**config.mk**
```make
export PLATFORM = sky130hd
export DESIGN_NAME = fft8_frame_ctrl
export DESIGN_NICKNAME = d
export VERILOG_FILES = /design/src/rtl/fft8_frame_ctrl.sv
export SDC_FILE = /design/constraint.sdc
export NUM_CORES = 2
export LEC_CHECK = 0
export CELL_PAD_IN_SITES_DETAIL_PLACEMENT = 2
export CELL_PAD_IN_SITES_GLOBAL_PLACEMENT = 2
export CORE_AREA = 2 2 461 463
export CTS_CLUSTER_DIAMETER = 100
export DETAILED_ROUTE_END_ITERATION = 10
export DIE_AREA = 0 0 463 465
export PLACE_DENSITY = 0.53
export RECOVER_POWER = 50
export SLEW_MARGIN = 20
export SYNTH_ARGS = -nofsm -noshare
export SYNTH_HDL_FRONTEND = slang
export SYNTH_SLANG_ARGS = --single-unit
export TNS_END_PERCENT = 5
```
**constraint.sdc**
```tcl
create_clock -name clk -period 4.9 [get_ports clk]
set_clock_uncertainty 0.15 [all_clocks]
set_input_delay 0.735 -clock clk [delete_from_list [all_inputs] [get_ports clk]]
set_output_delay 0.735 -clock clk [all_outputs]
set_load 0.01 [all_outputs]
```
**src/rtl/fft8_frame_ctrl.sv**
```systemverilog
`default_nettype none
// ============================================================================
// Module   : fft8_frame_ctrl
// Summary  : Frame sequencer for the butterfly8 datapath. It loads 8 samples,
//            holds them for a settle time, then unloads 8 bins. The optional
//            macro FFT8_OVERLAP_EN loads the next frame while the current one
//            is being unloaded.
// Revision : 1.0 - initial release
// ============================================================================
module fft8_frame_ctrl #(
  parameter int DW            = 32,
  parameter int SETTLE_CYCLES = 2
) (
  input  logic            clk,
  input  logic            rst_n,
  input  logic            in_valid,
  output logic            in_ready,
  input  logic [DW-1:0]   in_re,
  input  logic [DW-1:0]   in_im,
  output logic            out_valid,
  input  logic            out_ready,
  output logic [DW-1:0]   out_re,
  output logic [DW-1:0]   out_im,
  output logic [2:0]      out_idx,
  output logic            out_last,
  output logic [8*DW-1:0] dp_a_re,
  output logic [8*DW-1:0] dp_a_im,
  input  logic [8*DW-1:0] dp_c_re,
  input  logic [8*DW-1:0] dp_c_im,
  output logic            busy,
  output logic [15:0]     frame_cnt
);

  localparam logic [1:0] c_ST_LOAD   = 2'd0;
  localparam logic [1:0] c_ST_SETTLE = 2'd1;
  localparam logic [1:0] c_ST_UNLOAD = 2'd2;
  localparam logic [3:0] c_SETTLE_INIT = 4'(SETTLE_CYCLES);

  logic [1:0]    r_state;
  logic          r_run;
  logic [2:0]    r_wr_idx;
  logic [2:0]    r_rd_idx;
  logic [3:0]    r_settle_cnt;
  logic [15:0]   r_frame_cnt;
  logic [DW-1:0] r_ibuf_re [8];
  logic [DW-1:0] r_ibuf_im [8];
  logic [DW-1:0] r_obuf_re [8];
  logic [DW-1:0] r_obuf_im [8];

  logic w_in_fire;
  logic w_out_fire;
  logic w_in_last;
  logic w_out_done;
  logic w_settle_done;
  logic w_enter_settle;

  assign w_in_fire     = in_valid && in_ready;
  assign w_out_fire    = out_valid && out_ready;
  assign w_in_last     = w_in_fire && (r_wr_idx == 3'd7);
  assign w_out_done    = w_out_fire && (r_rd_idx == 3'd7);
  assign w_settle_done = (r_state == c_ST_SETTLE) && (r_settle_cnt == 4'd0);

`ifdef FFT8_OVERLAP_EN
  logic r_ibuf_full;

  assign in_ready       = r_run && !r_ibuf_full &&
                          ((r_state == c_ST_LOAD) || (r_state == c_ST_UNLOAD));
  // A frame completed during unload starts settling as soon as the bins drain.
  assign w_enter_settle = ((r_state == c_ST_LOAD) && w_in_last) ||
                          (w_out_done && (r_ibuf_full || w_in_last));

  always_ff @(posedge clk or negedge rst_n) begin
    if (!rst_n) begin
      r_ibuf_full <= 1'b0;
    end else if (w_enter_settle) begin
      r_ibuf_full <= 1'b0;
    end else if (w_in_last) begin
      r_ibuf_full <= 1'b1;
    end
  end
`else
  assign in_ready       = r_run && (r_state == c_ST_LOAD);
  assign w_enter_settle = (r_state == c_ST_LOAD) && w_in_last;
`endif

  // in_ready stays low until the first clock after reset release.
  always_ff @(posedge clk or negedge rst_n) begin
    if (!rst_n) begin
      r_run <= 1'b0;
    end else begin
      r_run <= 1'b1;
    end
  end

  always_ff @(posedge clk or negedge rst_n) begin
    if (!rst_n) begin
      r_state      <= c_ST_LOAD;
      r_settle_cnt <= 4'd0;
      r_rd_idx     <= 3'd0;
      r_frame_cnt  <= 16'd0;
    end else begin
      if (w_enter_settle) begin
        r_state      <= c_ST_SETTLE;
        r_settle_cnt <= c_SETTLE_INIT;
      end else begin
        case (r_state)
          c_ST_SETTLE: begin
            // Counting down to zero holds the frame for the entry cycle plus SETTLE_CYCLES.
            if (r_settle_cnt == 4'd0) begin
              r_state  <= c_ST_UNLOAD;
              r_rd_idx <= 3'd0;
            end else begin
              r_settle_cnt <= r_settle_cnt - 4'd1;
            end
          end
          c_ST_UNLOAD: begin
            if (w_out_done) begin
              r_state <= c_ST_LOAD;
            end
          end
          default: r_state <= c_ST_LOAD;
        endcase
      end
      if (w_out_fire) begin
        r_rd_idx <= r_rd_idx + 3'd1;
      end
      if (w_out_done) begin
        r_frame_cnt <= r_frame_cnt + 16'd1;
      end
    end
  end

  always_ff @(posedge clk or negedge rst_n) begin
    if (!rst_n) begin
      r_wr_idx <= 3'd0;
      for (int k = 0; k < 8; k++) begin
        r_ibuf_re[k] <= '0;
        r_ibuf_im[k] <= '0;
      end
    end else if (w_in_fire) begin
      r_ibuf_re[r_wr_idx] <= in_re;
      r_ibuf_im[r_wr_idx] <= in_im;
      r_wr_idx            <= r_wr_idx + 3'd1;
    end
  end

  always_ff @(posedge clk or negedge rst_n) begin
    if (!rst_n) begin
      for (int k = 0; k < 8; k++) begin
        r_obuf_re[k] <= '0;
        r_obuf_im[k] <= '0;
      end
    end else if (w_settle_done) begin
      for (int k = 0; k < 8; k++) begin
        r_obuf_re[k] <= dp_c_re[k*DW +: DW];
        r_obuf_im[k] <= dp_c_im[k*DW +: DW];
      end
    end
  end

  generate
    for (genvar k = 0; k < 8; k++) begin : g_pack
      assign dp_a_re[k*DW +: DW] = r_ibuf_re[k];
      assign dp_a_im[k*DW +: DW] = r_ibuf_im[k];
    end
  endgenerate

  assign out_valid = (r_state == c_ST_UNLOAD);
  assign out_re    = r_obuf_re[r_rd_idx];
  assign out_im    = r_obuf_im[r_rd_idx];
  assign out_idx   = r_rd_idx;
  assign out_last  = out_valid && (r_rd_idx == 3'd7);
  assign busy      = (r_state != c_ST_LOAD) || (r_wr_idx != 3'd0);
  assign frame_cnt = r_frame_cnt;

endmodule
`default_nettype wire
```
==> summary.txt <==
Power
  – PD cells: 678 nW/um^2
  – Pleak: 25.7 nW
  – Maximum VDD drop: 0.330 mV
  – Pwr Total: 42.6 mW

Min path
  – Hold Path Cell Cnt: 1
  – WHS Endpoint: frame_cnt[15]
  – HP Class: flop to flop
  – Worst hold start: frame_cnt[15]

Synthesis
  – Syn Area/Cell: 17.0 sq um
  – Synth Register Bits: 1053
  – Number of distinct library cells after synthesis: 35
  – Synth warnings: 0
  – Syn Inst Count: 2529
  – Top post-synthesis cells by count: dfrtp_1, mux2_2, mux4_2, buf_2, mux2_1
  – Number of synthesized flops with an enable pin: 0
  – Synth top area cells: dfrtp_1, mux2_2, mux4_2
  – Most used DFF post-synth: dfrtp_1
  – Register area share after synthesis: 61.3%
  – Post-synth top area cell: dfrtp_1
  – Most numerous cell in the Yosys netlist: dfrtp_1
  – Synth top area share: 61.3%
  – Post-synth ARST share: 100%
  – Syn nets: 3117
  – Post-synth design cell area: 43000 sq um

Place
  – DPL Wire Length: 146000 microns
  – Port bufs: 1178
  – Gpl congestion: 0.800
  – Placed insts: 6444
  – Placed inst area: 58400 sq um

Setup path
  – CP Max Fanout: 27
  – Worst Setup Path Type: flop to output pin
  – Worst path cell trace: buf_12, mux4_2, mux2_2, clkdlybuf4s50_1
  – Worst Path Required: 4010 ps
  – Crit path max-delay family: buffers and inverters
  – Startpoint types: flop
  – Reg2reg end: r_obuf_re[137]
  – CP bufs+invs: 2
  – Slowest stage delay, CP: 840 ps
  – CP arrival: 3490 ps
  – Reg2reg setup slack: 590 ps
  – Cells on worst reg2reg path: 5
  – Worst reg2reg path startpoint: r_state[0]
  – CP endpoint kind: output pin
  – Critical Path Slowest Stage Cell: dfrtp_4

Global routing
  – Gr usage total: 17.5%
  – First-pass GRT wire length: 264000 microns
  – Vias in the first global route: 30800
  – Initial antenna violation count: 132
  – Largest net degree at the start of global routing: 175
  – Total grt overflow: 0

Timing
  – Slew margin rel.: -107%
  – Final hold viol count: 0
  – Max-slew violations: 74
  – Fin crit period: 4370 ps
  – Worst slew pin tran: 3110 ps
  – RSZ-0062 raised after global routing: false
  – Max Clock Freq: 229 MHz
  – Setup_tns: 0 ps
  – # setup viols final: 0
  – Fin crit share: 89.2%

Clock network
  – Clk sinks: 1053
  – Number of gates resized after CTS: 0
  – Post-CTS setup buffers: 0
  – H-Tree Depth: 4
  – Clk root buf: clkbuf_16
  – Clk Latency, worst-skew pair: 770 ps
  – CTS Buffer Depth: 3
  – Clk pin slew, worst setup/hold paths: 60 ps
  – CTS tree: built
  – Num CTS Buffers: 138

Route
  – Via/cell ratio: 4.17
  – DR pass1 iterations: 4
  – DRT Wirelength: 191000 microns
  – Avg WL per Cell: 28.5 microns
  – ANT nets after route: 0
  – Number of DRC markers in iteration 0: 1037
  – Remaining DRCs: 0
  – Total number of vias: 28000

Layout
  – Post-route cell area: 62900 sq um
  – # fillers: 21900
  – Non-Filler Instances: 6718
  – Share of cells above drive strength 1: 36.2%
  – Area Growth Syn to Fin: 46.2%
  – NumNets Final: 4352

Outcome
  – Status: finished, violations left
  – Failing checks: max-capacitance violations, max-slew violations

Floorplanning
  – Die Y: 465 microns
  – Initial cell density of the core: 20.4%
  – Die area: 215000 sq um
  – Rows: 169
  – Placeable Area: 211000 sq um
  – Io pins: 1179
  – Die W: 463 microns

Flow run
  – # Max-Cap Violations: 1
==> per-layer routing <==
layer | vias to the layer above | track usage (%) | wire length [microns] | share of wire (%)
met5 | - | 0 | 697 | 0.36
met4 | 110 | 4.80 | 5580 | 2.9
met3 | 417 | 8.78 | 20000 | 10
met2 | 1037 | 30.3 | 95200 | 50
met1 | 14700 | 18.7 | 70000 | 37
li1 | 11800 | - | - | -
==> what timing repair did <==
| item | 4_1_cts | 5_1_grt |
|---|---|---|
| hold buffers | 1 | 0 |
| hold endpoints to repair | 52 | 0 |
| setup endpoints to repair | 0 | 0 |
==> area by class of cell <==
type,instances,area (sq um),share of cell area (%)
clock inverter,34,418,0.665
antenna,23,57.6,0.0916
clock buffer,216,4120,6.55
sequential,1053,26400,41.9
tap,2821,3530,5.62
timing repair buffer,1243,12500,19.9
inverter,6,22.5,0.0358
multi-input combinational,1322,15900,25.2
==> worst max path at each step <==
stage	from	endpoint	slack (ps)	cells after the start
global placement	in_valid	dp_a_re[188]	1070	6
detailed placement	in_valid	dp_a_re[187]	1010	6
CTS	out_idx[0]	out_re[4]	330	4
finish	out_idx[0]	out_re[4]	530	4
floorplan	out_idx[0]	out_im[31]	2080	4
global route	rst_n	r_obuf_re[223]	180	3
==> registers in the layout, summed over array words and instances, names as in the netlist <==
register	count
r_state	2
r_settle_cnt	4
r_run	1
r_obuf_re	256
dp_a_im	256
r_wr_idx	3
r_obuf_im	256
dp_a_re	256
frame_cnt	16
out_idx	3
==> kinds of logic after synthesis <==
kind of cell	after synthesis	synth area share, %
AOI/OAI and AO/OA	3	0.0408
xor gates and xnor gates	19	0.387
adders and majority gates	8	0.233
buffers and inverters	154	1.85
DFF	1053	61.3
muxes	1217	35.2
other	1	0.00872
and+or+nand+nor	74	0.966
==> cell usage in the layout (no fill, tap or decap), types with 3 or more instances in the layout <==
| cell type | n |
|---|---|
| clkbuf_1 | 65 |
| inv_1 | 6 |
| xor2_1 | 3 |
| nand4_1 | 3 |
| xnor2_1 | 16 |
| clkbuf_8 | 33 |
| mux2_2 | 1013 |
| inv_6 | 3 |
| diode_2 | 23 |
| dfrtp_1 | 1050 |
| nand2_1 | 21 |
| clkinv_2 | 16 |
| clkbuf_2 | 8 |
| mux2_1 | 76 |
| and3_1 | 3 |
| buf_12 | 24 |
| inv_16 | 4 |
| nor2_1 | 9 |
| clkinv_16 | 4 |
| dfrtp_4 | 3 |
| and2_1 | 4 |
| ha_1 | 8 |
| clkbuf_16 | 140 |
| clkdlybuf4s50_1 | 1040 |
| clkinv_8 | 4 |
| nand3_1 | 15 |
| nor3_1 | 4 |
| mux4_2 | 128 |
| buf_4 | 11 |
| dlygate4sd3_1 | 138 |
==> worst register-to-register path: cells and delay by family (launching register included) <==
| family | cells | cell delay (ps) |
|---|---|---|
| muxes | 1 | 570 |
| buffers and inverters | 2 | 1870 |
| and+or+nand+nor | 2 | 1120 |
| DFF | 1 | 470 |
==> stage by stage <==
step / hold slack, ps / setup slack, ps / util, %
detailed placement: 321 / 1010 / 27.7
floorplan: 289 / 2080 / -
CTS: 311 / 331 / 29.9
global route: 338 / 185 / 29.8
global placement: 316 / 1070 / 27.7
finish: 326 / 530 / 29.8
==> where the power goes <==
group	switching (mW)	total, mW	internal (mW)
Sequential	2.63	15.6	13.0
Combinational	7.05	16.9	9.82
Clock	4.24	10.1	5.89
Total	13.9	42.6	28.7
Power figures use the tool's default switching activity.
